**src/rtl/row_event_readout.sv**
```systemverilog
// rtl/row_event_readout.sv - row event latch, arbiter handshake sequencer and packet emitter
module row_event_readout #(
  parameter int LVL_ROWS    = 2,
  parameter int LVL_ROW_ADD = 1,
  parameter int TS_WIDTH    = 16
) (
  input  logic                              clk_i,
  input  logic                              reset_i,
  input  logic                              en_i,
  input  logic [LVL_ROWS-1:0]               event_i,
  input  logic [LVL_ROWS-1:0]               pol_i,
  output logic [LVL_ROWS-1:0]               req_o,
  output logic                              arb_enable_o,
  output logic                              arb_refresh_o,
  input  logic [LVL_ROWS-1:0]               gnt_i,
  input  logic [LVL_ROW_ADD-1:0]            xadd_i,
  input  logic                              grp_release_i,
  output logic                              evt_valid_o,
  input  logic                              evt_ready_i,
  output logic [TS_WIDTH+LVL_ROW_ADD:0]     evt_data_o,
  output logic [7:0]                        drop_cnt_o
);

  localparam int DW = TS_WIDTH + LVL_ROW_ADD + 1;

  typedef enum logic [2:0] {
    S_IDLE    = 3'd0,
    S_GRANT   = 3'd1,
    S_CAPTURE = 3'd2,
    S_SEND    = 3'd3,
    S_REFRESH = 3'd4
  } state_e;

  state_e                state_q, state_d;
  logic [TS_WIDTH-1:0]   ts_q, ts_d;
  logic [LVL_ROWS-1:0]   pend_q, pend_d;
  logic [LVL_ROWS-1:0]   pol_q, pol_d;
  logic [DW-1:0]         data_q, data_d;
  logic [7:0]            drop_q, drop_d;

  logic                  capture_hit;
  logic [LVL_ROWS-1:0]   clr;
  logic [LVL_ROWS-1:0]   drop;
  logic                  pol_sel;
  logic [15:0]           drop_sum;

  // Pending/polarity update: a clear from CAPTURE loses to a same-cycle event,
  // and an event on a still-pending row is dropped without touching polarity.
  always_comb begin
    capture_hit = (state_q == S_CAPTURE) && (|gnt_i);
    clr         = '0;
    drop        = '0;
    pend_d      = pend_q;
    pol_d       = pol_q;
    pol_sel     = 1'b0;
    drop_sum    = {8'd0, drop_q};
    for (int r = 0; r < LVL_ROWS; r++) begin
      clr[r]    = capture_hit && (xadd_i == LVL_ROW_ADD'(r));
      drop[r]   = event_i[r] && pend_q[r] && !clr[r];
      pend_d[r] = (pend_q[r] && !clr[r]) || event_i[r];
      if (event_i[r] && !drop[r]) begin
        pol_d[r] = pol_i[r];
      end
      if (xadd_i == LVL_ROW_ADD'(r)) begin
        pol_sel = pol_q[r];
      end
      drop_sum = drop_sum + 16'(drop[r]);
    end
    drop_d = (drop_sum > 16'd255) ? 8'hFF : drop_sum[7:0];
    ts_d   = ts_q + 1'b1;
    data_d = capture_hit ? {ts_q, xadd_i, pol_sel} : data_q;
  end

  // State and datapath registers, asynchronously cleared.
  always_ff @(posedge clk_i or posedge reset_i) begin
    if (reset_i) begin
      state_q <= S_IDLE;
      ts_q    <= '0;
      pend_q  <= '0;
      pol_q   <= '0;
      data_q  <= '0;
      drop_q  <= '0;
    end else begin
      state_q <= state_d;
      ts_q    <= ts_d;
      pend_q  <= pend_d;
      pol_q   <= pol_d;
      data_q  <= data_d;
      drop_q  <= drop_d;
    end
  end

  // Next-state sequencing of one grant cycle; en_i only gates leaving IDLE.
  always_comb begin
    state_d = state_q;
    case (state_q)
      S_IDLE:    if (en_i && (|pend_q)) state_d = S_GRANT;
      S_GRANT:   state_d = S_CAPTURE;
      S_CAPTURE: state_d = (|gnt_i) ? S_SEND : S_REFRESH;
      S_SEND:    if (evt_ready_i) state_d = grp_release_i ? S_REFRESH : S_IDLE;
      S_REFRESH: state_d = S_IDLE;
      default:   state_d = S_IDLE;
    endcase
  end

  // Outputs decoded from state only; enable and refresh come from distinct states.
  always_comb begin
    arb_enable_o  = (state_q == S_GRANT);
    arb_refresh_o = (state_q == S_REFRESH);
    evt_valid_o   = (state_q == S_SEND);
    req_o         = pend_q;
    evt_data_o    = data_q;
    drop_cnt_o    = drop_q;
  end

endmodule

```
**config.mk**
```make
export PLATFORM = sky130hd
export DESIGN_NAME = row_event_readout
export DESIGN_NICKNAME = d
export VERILOG_FILES = /design/src/rtl/row_event_readout.sv
export SDC_FILE = /design/constraint.sdc
export NUM_CORES = 1
export LEC_CHECK = 0
export ABC_AREA = 1
export CAP_MARGIN = 20
export CELL_PAD_IN_SITES_DETAIL_PLACEMENT = 0
export CELL_PAD_IN_SITES_GLOBAL_PLACEMENT = 1
export CORE_MARGIN = 3
export CORE_UTILIZATION = 41
export DETAILED_ROUTE_END_ITERATION = 10
export PLACE_DENSITY_LB_ADDON = 0.1
export SYNTH_ARGS = -nofsm -noshare
export SYNTH_HDL_FRONTEND = slang
export SYNTH_SLANG_ARGS = --single-unit
```
**constraint.sdc**
```tcl
create_clock -name clk_i -period 3.7 [get_ports clk_i]
set_input_delay 0.37 -clock clk_i [delete_from_list [all_inputs] [get_ports clk_i]]
set_output_delay 0.37 -clock clk_i [all_outputs]
set_load 0.05 [all_outputs]
```
# Word level (Yosys, flattened, before mapping)
# Index checks and enable logic that the tools add are counted.
[totals]
elab_cells = 47
in_bits = 12
reg_bits = 49
output_inout_bits = 31
[op_classes]
bitwise_logic = 1
reduce_logical = 22
add_sub_neg = 3
eq_ne = 6
n_lt_le_gt_ge = 1
n_mux = 7
[op_table]
columns = ["op", "n"]
rows = [
  ["$add 16x1->16 const B", 1],
  ["$logic_and 1x1->1", 12],
  ["$mux 3", 4],
  ["$pmux 3 s4", 1],
  ["$add 9x1->10", 1],
  ["$gt 10x8->1 const B", 1],
  ["$add 8x1->9", 1],
  ["$mux 8", 1],
  ["$eq 3x2->1 const B", 2],
  ["$logic_not 1->1", 4],
  ["$reduce_or 2->1", 2],
  ["$eq 3x1->1 const B", 1],
  ["$eq 3x3->1 const B", 1],
  ["$logic_not 3->1", 1],
  ["$logic_or 1x1->1", 2],
  ["$ne 2x1->1 const B", 1],
  ["$ne 2x2->1 const B", 1],
  ["$reduce_and 2->1", 1],
  ["$mux 1", 1],
  ["$not 1->1", 1],
]

# Depth between registers and ports, before layout
# Gate-level depths: netlist of run 1.
[logic_depth]
word_depth = 9
ltp_mapped = 14
mapped_depth_nobuf = 14

# Worst setup path after synthesis of run 1
# OpenSTA, ideal clock, no wires.
[synth_timing]
path_kind = "in2reg"
start = "input gnt_i[1]"
end = "register drop_q[6] (netlist: drop_cnt_o[6])"
path_slack_ns = 1.547
n_path_buf = 0
setup_time_ns = 0.126
t_arrival_ns = 2.028
path_stages = 11
path_cell_list = "or2_1 -> nand3_1 -> nand3_1 -> fa_1 -> inv_1 -> ha_1 -> nand3_1 -> inv_1 -> nand3_1 -> xor2_1 -> nand2_1"
[synth_between]
elab_chain_cells = 9
elab_cells_between_ends = 12
cone_classes = "add/sub (2); order compare (1); mux (1); reduce/logical (8)"
[synth_rtl]
columns = ["item", "line", "rtl"]
rows = [
  ["start, declared", "15", "input logic [LVL_ROWS-1:0] gnt_i,"],
  ["$reduce_or 2->1 (*)", "50", "capture_hit = (state_q == S_CAPTURE) && (|gnt_i);"],
  ["$logic_and 1x1->1 (*)", "50", ""],
  ["$logic_and 1x1->1", "58", "clr[r] = capture_hit && (xadd_i == LVL_ROW_ADD'(r));"],
  ["$logic_not 1->1", "59", "drop[r] = event_i[r] && pend_q[r] && !clr[r];"],
  ["$logic_and 1x1->1", "59", ""],
  ["$add 8x1->9", "67", "drop_sum = drop_sum + 16'(drop[r]);"],
  ["$add 9x1->10 (*)", "67", ""],
  ["$gt 10x8->1", "69", "drop_d = (drop_sum > 16'd255) ? 8'hFF : drop_sum[7:0];"],
  ["$mux 8 (*)", "69", ""],
  ["net drop_d[6]", "39", "logic [7:0] drop_q, drop_d;"],
  ["end signal, assigned", "89", "drop_q <= drop_d;"],
  ["end, declared", "39", ""],
]
# Mark *: on every way through the listed nets, which the timed path passes. The rest lies on a longest branch.
# A chain may end at the register's enable or synchronous reset.

# Final worst setup path of run 1
[layout_timing]
start = "input gnt_i[1]"
end = "register drop_q[5] (netlist: drop_cnt_o[5])"
# Same word-level chain as after synthesis.

==> metrics.txt, run 1 <==
status=finished, final reports clean; Die W=between 70 and 80 um; most common cell after layout, fill and taps aside=nand2_1; cells along the critical path=clkdlybuf4s50_1, or2_1, nand3_1, nand3_1, fa_1, inv_1, ha_1, nand3_1, inv_1, nand4_1, nand3_1; RSZ-0062 raised after global routing=false; leakage=0.00131 uW; Clk pin slew, worst setup/hold paths=0.09 ns; Synth Net Count=roughly 260; post-CTS setup buffer count=0; CP Max Fanout=7; yosys warns=0; commonest cells after routing, fill and taps aside=nand2_1 (66), dfrtp_1 (49), clkdlybuf4s50_1 (42); delay-heaviest family, CP=simple AND/OR/NAND/NOR gates; Worst path depth=11; CTS buffer count=5; Max Transition Viols Final=0; CP Class=in2reg; DP Area=roughly 0.0027 mm2; area taken by flip-flops and latches=around 0.0012 mm2; area of the multi-input gates=820 um2; worst ir drop on vdd=0.000455 V; largest family of logic cells by synthesized area=simple AND/OR/NAND/NOR gates; post-synthesis share of cell area spent on xor and xnor gates=around 5.6%; die area=approximately 0.0063 mm2; post-synthesis adder-cell area fraction=under 10%; r2r setup slk=around 1.5 ns; Worst R2R End=drop_cnt_o[5]; final instance area=about 0.0028 mm2; simple-gate share of the synthesized area=between 20% and 30%; GRT Total Usage=roughly 15%; DRT Wirelength=~4200 um; wire length per cell=11.7 um; total gr overflow=0; max_slew headroom=about two thirds; worst-skew pair later-pin latency=about 0.30 ns; Post-DRT Antenna Nets=0; worst slew pin tran=around 0.5 ns; starting density of the core=a little over two fifths; largest net degree at the start of global routing=50; final setup violation count=0; number of buffers and inverters on the critical path=3; clk_skew=between 0.006 and 0.007 ns; Post-CTS Hold Buffers=0; clock root cell=clkbuf_8; Syn Inst Count=240; Compound-Gate Fraction of Synth Area=4.67%; sum of negative setup slack=0 ns; Core Region=roughly 0.0051 mm2; register area share after synthesis=between 50% and 60%; area grow syn2layout=27.3%; layout cells sized above 1=7.29%; FMAX=approximately 0.42 GHz; vias per inst=about 4.6; Worst path slowest cell=fa_1; CTS Sinks=between 40 and 50; routability cong.=around 0.77; RR Startpoint=state_q[2]; Worst Path Arrival=2.59 ns; Remaining DRCs=0; Max Buffers Root-to-Sink=2; hpwl dp=between 3000 and 4000 um; diode count=0; Power per Cell Area=around 700 mW/mm2; Final Cycle Share=63.9%; number of global-route vias before repair=roughly 1600; pre-CTS WS=between 0.9 and 1 ns; startpoint types=input port; Pre-antenna DRT Iters=4; Post-Syn Area=roughly 0.0022 mm2; syn_area_per_cell=between 9 and 10 um2; crit path time final=2.36 ns; cts repair resizes=0; first-pass GRT wire length=roughly 7300 um; cell seen most often among critical-path stages=nand3_1; Final WS setup=around 1.3 ns; Worst Reg2Reg Path Length in Cells=12; maximum capacitance violations=0; final net count=302; Hold Crit Class=in2async; Yosys reg bits=49; Vias=1647; synth unique cells=27; # IOs=43; initial antenna violation count=0; port bufs=between 40 and 50; Final Hold Viols=0; Die H=just under 80 um; post-synthesis mux area share=0%; H-Tree Depth=2; initial DRC count=72; crit end category=flip-flop; CTS tree=built; CP required=slightly below 4 ns; CP max stage delay=roughly 0.4 ns; fillers=497; number of core rows=26
==> worst max path at each step <==
stage,startpoint,end
2_1_floorplan,gnt_i[1],drop_cnt_o[6]
3_3_place_gp,gnt_i[1],drop_cnt_o[5]
3_5_place_dp,gnt_i[1],drop_cnt_o[3]
4_1_cts,gnt_i[1],drop_cnt_o[5]
5_1_grt,gnt_i[1],drop_cnt_o[5]
6_report,gnt_i[1],drop_cnt_o[5]
==> metrics by stage <==
stage | total power [uW] | instances | hold slack, ns | utilization (%)
global route | 2100 | 358 | 0.437 | 54.4
CTS | 1990 | 357 | 0.482 | 54.0
global placement | 1630 | 349 | 0.453 | 52.0
detailed placement | 1640 | 349 | 0.463 | 52.0
floorplan | 1380 | 240 | 0.442 | -
finish | 1970 | 358 | 0.411 | 54.4
==> synthesized netlist by cell type <==
cell type	instances	area share [%]
nor3_1	7	1.6
nor3_4	1	0.74
o21ai_0	2	0.46
o21ai_1	14	3.2
nand2_1	66	11
nor2_4	1	0.51
or2_1	1	0.29
nor2_1	11	1.9
nand4_1	4	1.1
nand3_1	20	4.6
inv_2	2	0.34
a31oi_1	2	0.57
nor2_2	1	0.29
nand2_4	1	0.51
xnor2_1	1	0.40
inv_1	30	5.1
nor3_2	2	0.91
buf_6	2	1.0
ha_1	2	1.1
xor2_1	13	5.2
buf_4	1	0.34
fa_1	1	0.91
nand3_2	1	0.46
a21oi_1	2	0.46
dfrtp_1	49	56
or2_0	1	0.29
nand2_2	2	0.57
==> flip-flops by register name, indices dropped and copies added, names as in the netlist <==
signal,count
pol_q,2
req_o,2
ts_q,16
evt_data_o,18
state_q,3
drop_cnt_o,8
==> layer usage <==
layer | part of all wire [%] | track usage, % | wire (um) | up-vias
li1 | - | - | - | 850
met1 | 52 | 20.7 | 2170 | 755
met2 | 42 | 22.6 | 1780 | 36
met3 | 4.3 | 3.85 | 179 | 6
met4 | 1.4 | 4.64 | 58 | 0
met5 | 0 | 0 | 0 | -
==> cell type report <==
| cell class | instances | share of cell area [%] |
|---|---|---|
| Clock buffer | 7 | 3.45 |
| Clock inverter | 1 | 0.179 |
| Inverter | 32 | 4.30 |
| Multi-Input combinational cell | 156 | 29.3 |
| Sequential cell | 49 | 43.9 |
| Tap cell | 70 | 3.13 |
| Timing Repair Buffer | 43 | 15.8 |
==> where the power goes <==
group	internal (uW)	total, uW	switching [uW]	leakage (uW)
combinational	283	875	591	0.000630
clock	169	342	173	0.0000542
sequential	647	750	103	0.000627
==> kinds of logic after synthesis <==
| group | Yosys count |
|---|---|
| buffers and inverters | 35 |
| adders and majority gates | 3 |
| and+or+nand+nor | 119 |
| DFF | 49 |
| AOI/OAI and AO/OA | 20 |
| xor gates and xnor gates | 14 |
==> worst register-to-register path, cell delays in order (launching register included) <==
cell and delay [ns]:
dfrtp_1 0.40, inv_2 0.07, nand2_2 0.08, nor2_4 0.05, nand3_1 0.11, nand3_1 0.11, fa_1 0.40, inv_1 0.09
ha_1 0.18, nand3_1 0.11, inv_1 0.09, nand4_1 0.24, nand3_1 0.17
Power figures use the tool's default switching activity.
==> run 2: changes to the inputs <==
--- a/config.mk
+++ b/config.mk
@@ -10,7 +10,7 @@
 export CELL_PAD_IN_SITES_DETAIL_PLACEMENT = 0
 export CELL_PAD_IN_SITES_GLOBAL_PLACEMENT = 1
 export CORE_MARGIN = 3
-export CORE_UTILIZATION = 41
+export CORE_UTILIZATION = 35
 export DETAILED_ROUTE_END_ITERATION = 10
 export PLACE_DENSITY_LB_ADDON = 0.1
 export SYNTH_ARGS = -nofsm -noshare
==> constraint.sdc (replaced) <==
create_clock -name clk_i -period 2.1 [get_ports clk_i]
set_input_delay 0.21 -clock clk_i [delete_from_list [all_inputs] [get_ports clk_i]]
set_output_delay 0.21 -clock clk_i [all_outputs]
set_load 0.05 [all_outputs]
==> run 2 against run 1 <==
Compared with the run above: setup slack got worse by 1.2 ns; utilization decreased by 6.2 points; power is 77% higher; sequential share of layout area decreased by 1.4 points; sequential power grew 76%; clock power is 63% higher; count of clock-buffer cells in the layout unchanged; first-iteration DRC count is 44% lower; critical path type is now reg2out; largest power group unchanged.
==> metrics.txt, run 2 (synthesis results as in run 1) <==
worst ir drop on vdd=0.000806 V (+77%); startpoint types=flip-flop; initial DRC count=40 (-44%); Final Cycle Share=a little over nine tenths; Max Transition Viols Final=0 (unchanged); FMAX=around 0.5 GHz; initial antenna violation count=0 (unchanged); Final Hold Viols=0 (unchanged); number of core rows=28 (+7.7%); diode count=0 (unchanged); starting density of the core=36.7% (-6.1 points); area grow syn2layout=31.5%; final setup violation count=0 (unchanged); CTS buffer count=5 (unchanged); crit end category=output pin; Power per Cell Area=1210 mW/mm2 (+72%); leakage=0.00136 uW (+3.8%); status=finished, final reports clean; Remaining DRCs=0 (unchanged); layout cells sized above 1=12.3% (+5.0 points); clock root cell=clkbuf_8; H-Tree Depth=2 (unchanged); number of global-route vias before repair=1697 (+5.3%); Pre-antenna DRT Iters=5 (+1); Die H=85.2 um (+7.6%); die area=0.00726 mm2 (+16%); CP Max Fanout=4 (-3); final net count=315 (+4.3%); wire length per cell=11.6 um (-1.0%); Max Buffers Root-to-Sink=2 (unchanged); Worst Path Arrival=1.77 ns (-0.82 ns); vias per inst=4.46 (-3.1%); final instance area=0.00289 mm2 (+3.3%); commonest cells after routing, fill and taps aside=nand2_1 (66), dfrtp_1 (49), clkdlybuf4s50_1 (41); fillers=601 (+21%); area of the multi-input gates=837 um2 (+2.1%); most common cell after layout, fill and taps aside=nand2_1; Clk pin slew, worst setup/hold paths=0.09 ns (about the same); Vias=1672 (+1.5%); total gr overflow=0 (unchanged); clk_skew=0.00520 ns (-0.000964 ns); CTS Sinks=49 (unchanged); Die W=85.2 um (+7.6%); first-pass GRT wire length=7670 um (+4.4%); Post-Layout Cell Count=375 (+4.7%); RSZ-0062 raised after global routing=false; routability cong.=0.788 (+1.9%); area taken by flip-flops and latches=0.00123 mm2 (unchanged); crit path time final=about 2.0 ns; max FFs per register=18 (unchanged); worst slew pin tran=0.501 ns (+0.000325 ns); DRT Wirelength=4340 um (+3.7%); worst-skew pair later-pin latency=0.30 ns (about the same); maximum capacitance violations=0 (unchanged); Post-CTS Hold Buffers=0 (unchanged); port bufs=42 (unchanged); Core Region=0.00599 mm2 (+17%); CTS tree=built; largest net degree at the start of global routing=23 (-54%); Hold Crit Class=in2async; # IOs=43 (unchanged); CP Class=reg2out; placed insts=366 (+4.9%); hpwl dp=3280 um (+8.1%); CP required=1.89 ns (-2.04 ns); max_slew headroom=66.5% (about the same); GRT Total Usage=13.1% (-1.8 points); Post-DRT Antenna Nets=0 (unchanged); DP Area=0.00277 mm2 (+3.5%)
## run 2: changes by cell type in the layout (fill, tap and decap cells not counted), sizes merged
cell / previous run / this run
buf: 1 / 15
clkdlybuf4s50: 42 / 41
clkinv: 1 / 0
## run 2: worst paths after layout
path / slack, ns / to / startpoint / cells past startpoint
max: 0.12 / evt_valid_o / state_q[2] / 4
min: 0.23 / req_o[1] / reset_i / 2
max reg2reg: 0.16 / drop_cnt_o[5] / state_q[2] / 13
min reg2reg: 0.48 / ts_q[15] / ts_q[15] / 2
max in group asynchronous: 1.31 / evt_data_o[7] / reset_i / 3
min in group clk_i: 0.48 / ts_q[15] / ts_q[15] / 2
## run 2: worst max-delay path, stage by stage (launching register included)
cell             delay, ns
dfrtp_1               0.42
inv_2                 0.09
nand3_1               0.09
inv_1                 0.08
clkdlybuf4s50_1       0.80
## run 2: cell type report
class | count | area share [%]
Multi-Input combinational cell | 156 | 29.0
Tap cell | 75 | 3.25
Clock buffer | 7 | 2.99
Sequential cell | 49 | 42.5
Timing Repair Buffer | 56 | 18.1
Inverter | 32 | 4.16
## run 2: report_power, final
part / total, uW / internal (uW) / switching [uW]
sequential: 1320 / 1140 / 178
combinational: 1610 / 553 / 1060
clock: 558 / 262 / 297
## run 2: through the flow
stage	utilization [%]	hold WS (ns)	setup TNS, ns	setup WS, ns	total power, uW
floorplan	-	0.309	0	0.0179	2430
global placement	46.2	0.453	-1.83	-0.272	2940
detailed placement	46.2	0.464	-2.15	-0.314	2930
CTS	47.8	0.241	0	0.0847	3510
global route	48.2	0.282	0	0.00980	3730
finish	48.2	0.230	0	0.117	3490
## run 2: layer usage
metal / part of all wire (%) / GRT usage, %
met5: 0 / 0
met4: 1.6 / 4.75
met3: 3.4 / 2.91
met2: 44 / 20.8
met1: 51 / 17.6
## run 2: repair_timing
action,4_1_cts,5_1_grt
endpoints found under the setup margin,2,8
setup buffers,1,1
pin swaps,0,1
gates resized for setup,0,5
==> run 3: changes to the inputs <==
--- a/config.mk
+++ b/config.mk
@@ -13,6 +13,7 @@
 export CORE_UTILIZATION = 35
 export DETAILED_ROUTE_END_ITERATION = 10
 export PLACE_DENSITY_LB_ADDON = 0.1
+export SETUP_SLACK_MARGIN = 0.15
 export SYNTH_ARGS = -nofsm -noshare
 export SYNTH_HDL_FRONTEND = slang
 export SYNTH_SLANG_ARGS = --single-unit
==> run 3 against run 2 <==
Compared with the run above: global-route usage up 0.13 points; via count up 1.7%; sequential power about the same; critical path type is now in2reg; largest cell class unchanged; largest power group unchanged.
==> metrics.txt, run 3 (synthesis results as in run 1) <==
sum of negative setup slack=0 ns (unchanged); max FFs per register=18 (unchanged); vias per inst=4.55 (+2.0%); maximum capacitance violations=0 (unchanged); port bufs=42 (unchanged); CP required=2.34 ns (+0.45 ns); GRT Total Usage=13.2% (+0.13 points); Max Buffers Root-to-Sink=2 (unchanged); Worst Path Arrival=2.12 ns (+0.35 ns); initial antenna violation count=0 (unchanged); final hold slack=0.251 ns (+0.0209 ns); area grow syn2layout=34.6%; RSZ-0062 raised after global routing=true; number of global-route vias before repair=1649 (-2.8%); total gr overflow=0 (unchanged); CTS Sinks=49 (unchanged); DRT Wirelength=4550 um (+4.8%); Die H=85.2 um (unchanged); Max Transition Viols Final=0 (unchanged); die area=0.00726 mm2 (unchanged); most common cell after layout, fill and taps aside=nand2_1; Final Hold Viols=0 (unchanged); Post-DRT Antenna Nets=0 (unchanged); status=finished, final reports clean; layout cells sized above 1=16.1% (+3.7 points); Vias=1701 (+1.7%); CTS buffer count=5 (unchanged); worst-skew pair later-pin latency=0.30 ns (about the same); initial DRC count=85 (+110%); fillers=590 (-1.8%); max_slew headroom=65.0% (-1.5 points); diode count=0 (unchanged); crit end category=flip-flop; startpoint types=input port; CP Class=in2reg; Hold Crit Class=in2async; Remaining DRCs=0 (unchanged); Final Cycle Share=89.8% (-4.6 points); Core Region=0.00599 mm2 (unchanged); area of the multi-input gates=876 um2 (+4.6%); Post-CTS Hold Buffers=0 (unchanged); cells along the critical path=clkdlybuf4s50_1, or2_4, nand3_2, nand3_2, fa_2, inv_2, nand3_1, nor2_4, nand2_1, or2_0, nand3_1; FMAX=0.530 GHz (+5.1%); hpwl dp=3370 um (+2.5%); worst ir drop on vdd=0.000778 V (-3.5%); Power per Cell Area=1230 mW/mm2 (+1.4%); number of core rows=28 (unchanged); wire length per cell=12.2 um (+5.1%); H-Tree Depth=2 (unchanged); clock root cell=clkbuf_8; CP max stage delay=0.40 ns (-0.40 ns); commonest cells after routing, fill and taps aside=nand2_1 (66), dfrtp_1 (46), clkdlybuf4s50_1 (39); CTS tree=built; Pre-antenna DRT Iters=4 (-1); area taken by flip-flops and latches=0.00123 mm2 (+0.31%); overall power=3620 uW (+3.8%); Die W=85.2 um (unchanged); final net count=313 (-0.63%); CP Max Fanout=4 (unchanged); Worst path slowest cell=clkdlybuf4s50_1; worst slew pin tran=0.524 ns (+0.0223 ns); crit path time final=1.89 ns (-0.0969 ns); clk_skew=0.00590 ns (+0.000694 ns); leakage=0.00138 uW (+1.7%); largest net degree at the start of global routing=32 (+39%); Clk pin slew, worst setup/hold paths=0.09 ns (about the same); # IOs=43 (unchanged); first-pass GRT wire length=7730 um (+0.82%); starting density of the core=36.7% (unchanged); final setup violation count=0 (unchanged); routability cong.=0.724 (-8.1%)
[run 3: path summary, 6_finish.rpt]
| check | start | endpoint | slack, ns | cells past startpoint |
|---|---|---|---|---|
| worst min-delay path | reset_i | evt_data_o[3] | 0.25 | 2 |
| worst max-delay path | gnt_i[1] | drop_cnt_o[5] | 0.21 | 11 |
| min in group clk_i | ts_q[15] | ts_q[15] | 0.48 | 2 |
| worst max register to register | state_q[2] | drop_cnt_o[5] | 0.25 | 12 |
| worst min register to register | ts_q[15] | ts_q[15] | 0.48 | 2 |
| max in group asynchronous | reset_i | ts_q[15] | 1.33 | 3 |
[run 3: metrics by stage]
| step | instances | utilization, % | setup slack, ns | cell area [um2] |
|---|---|---|---|---|
| finish | 374 | 49.3 | 0.213 | 2960 |
| global route | 374 | 49.3 | 0.111 | 2960 |
| CTS | 373 | 48.8 | 0.161 | 2930 |
| global placement | 362 | 46.3 | -0.246 | 2780 |
| detailed placement | 362 | 46.3 | -0.286 | 2780 |
| floorplan | 240 | - | 0.152 | 2210 |
[run 3: per-layer routing]
metal	share of wire (%)	routed length, um	GRT usage [%]	up-vias
li1	-	-	-	874
met1	50	2280	18.9	789
met2	44	2020	20.2	34
met3	4.6	208	2.91	4
met4	0.94	43	3.88	0
met5	0	0	0	-
[run 3: final cells by class]
class	instances	share of cell area (%)
clock buffer	7	3.26
clock inverter	1	0.169
inverter	32	4.06
multi-input combinational	156	29.6
sequential	49	41.6
tap	75	3.18
timing repair buffer	54	18.1
[run 3: report_power, final]
part	internal (uW)	switching [uW]	total, uW
clock	298	300	598
combinational	595	1100	1700
sequential	1140	185	1330
[run 3: repair_timing]
item                       in CTS  in global routing
resized for setup               8                  6
setup endpoints to repair      10                  8
pin swaps                       3                  5
setup buffers                   3                  1
[run 3: critical path: cells and delay by family]
family / cells / cell delay (ns)
buffers and inverters: 2 / 0.49
adder cells (fa/ha/maj): 1 / 0.37
AND/OR/NAND/NOR: 8 / 1.06
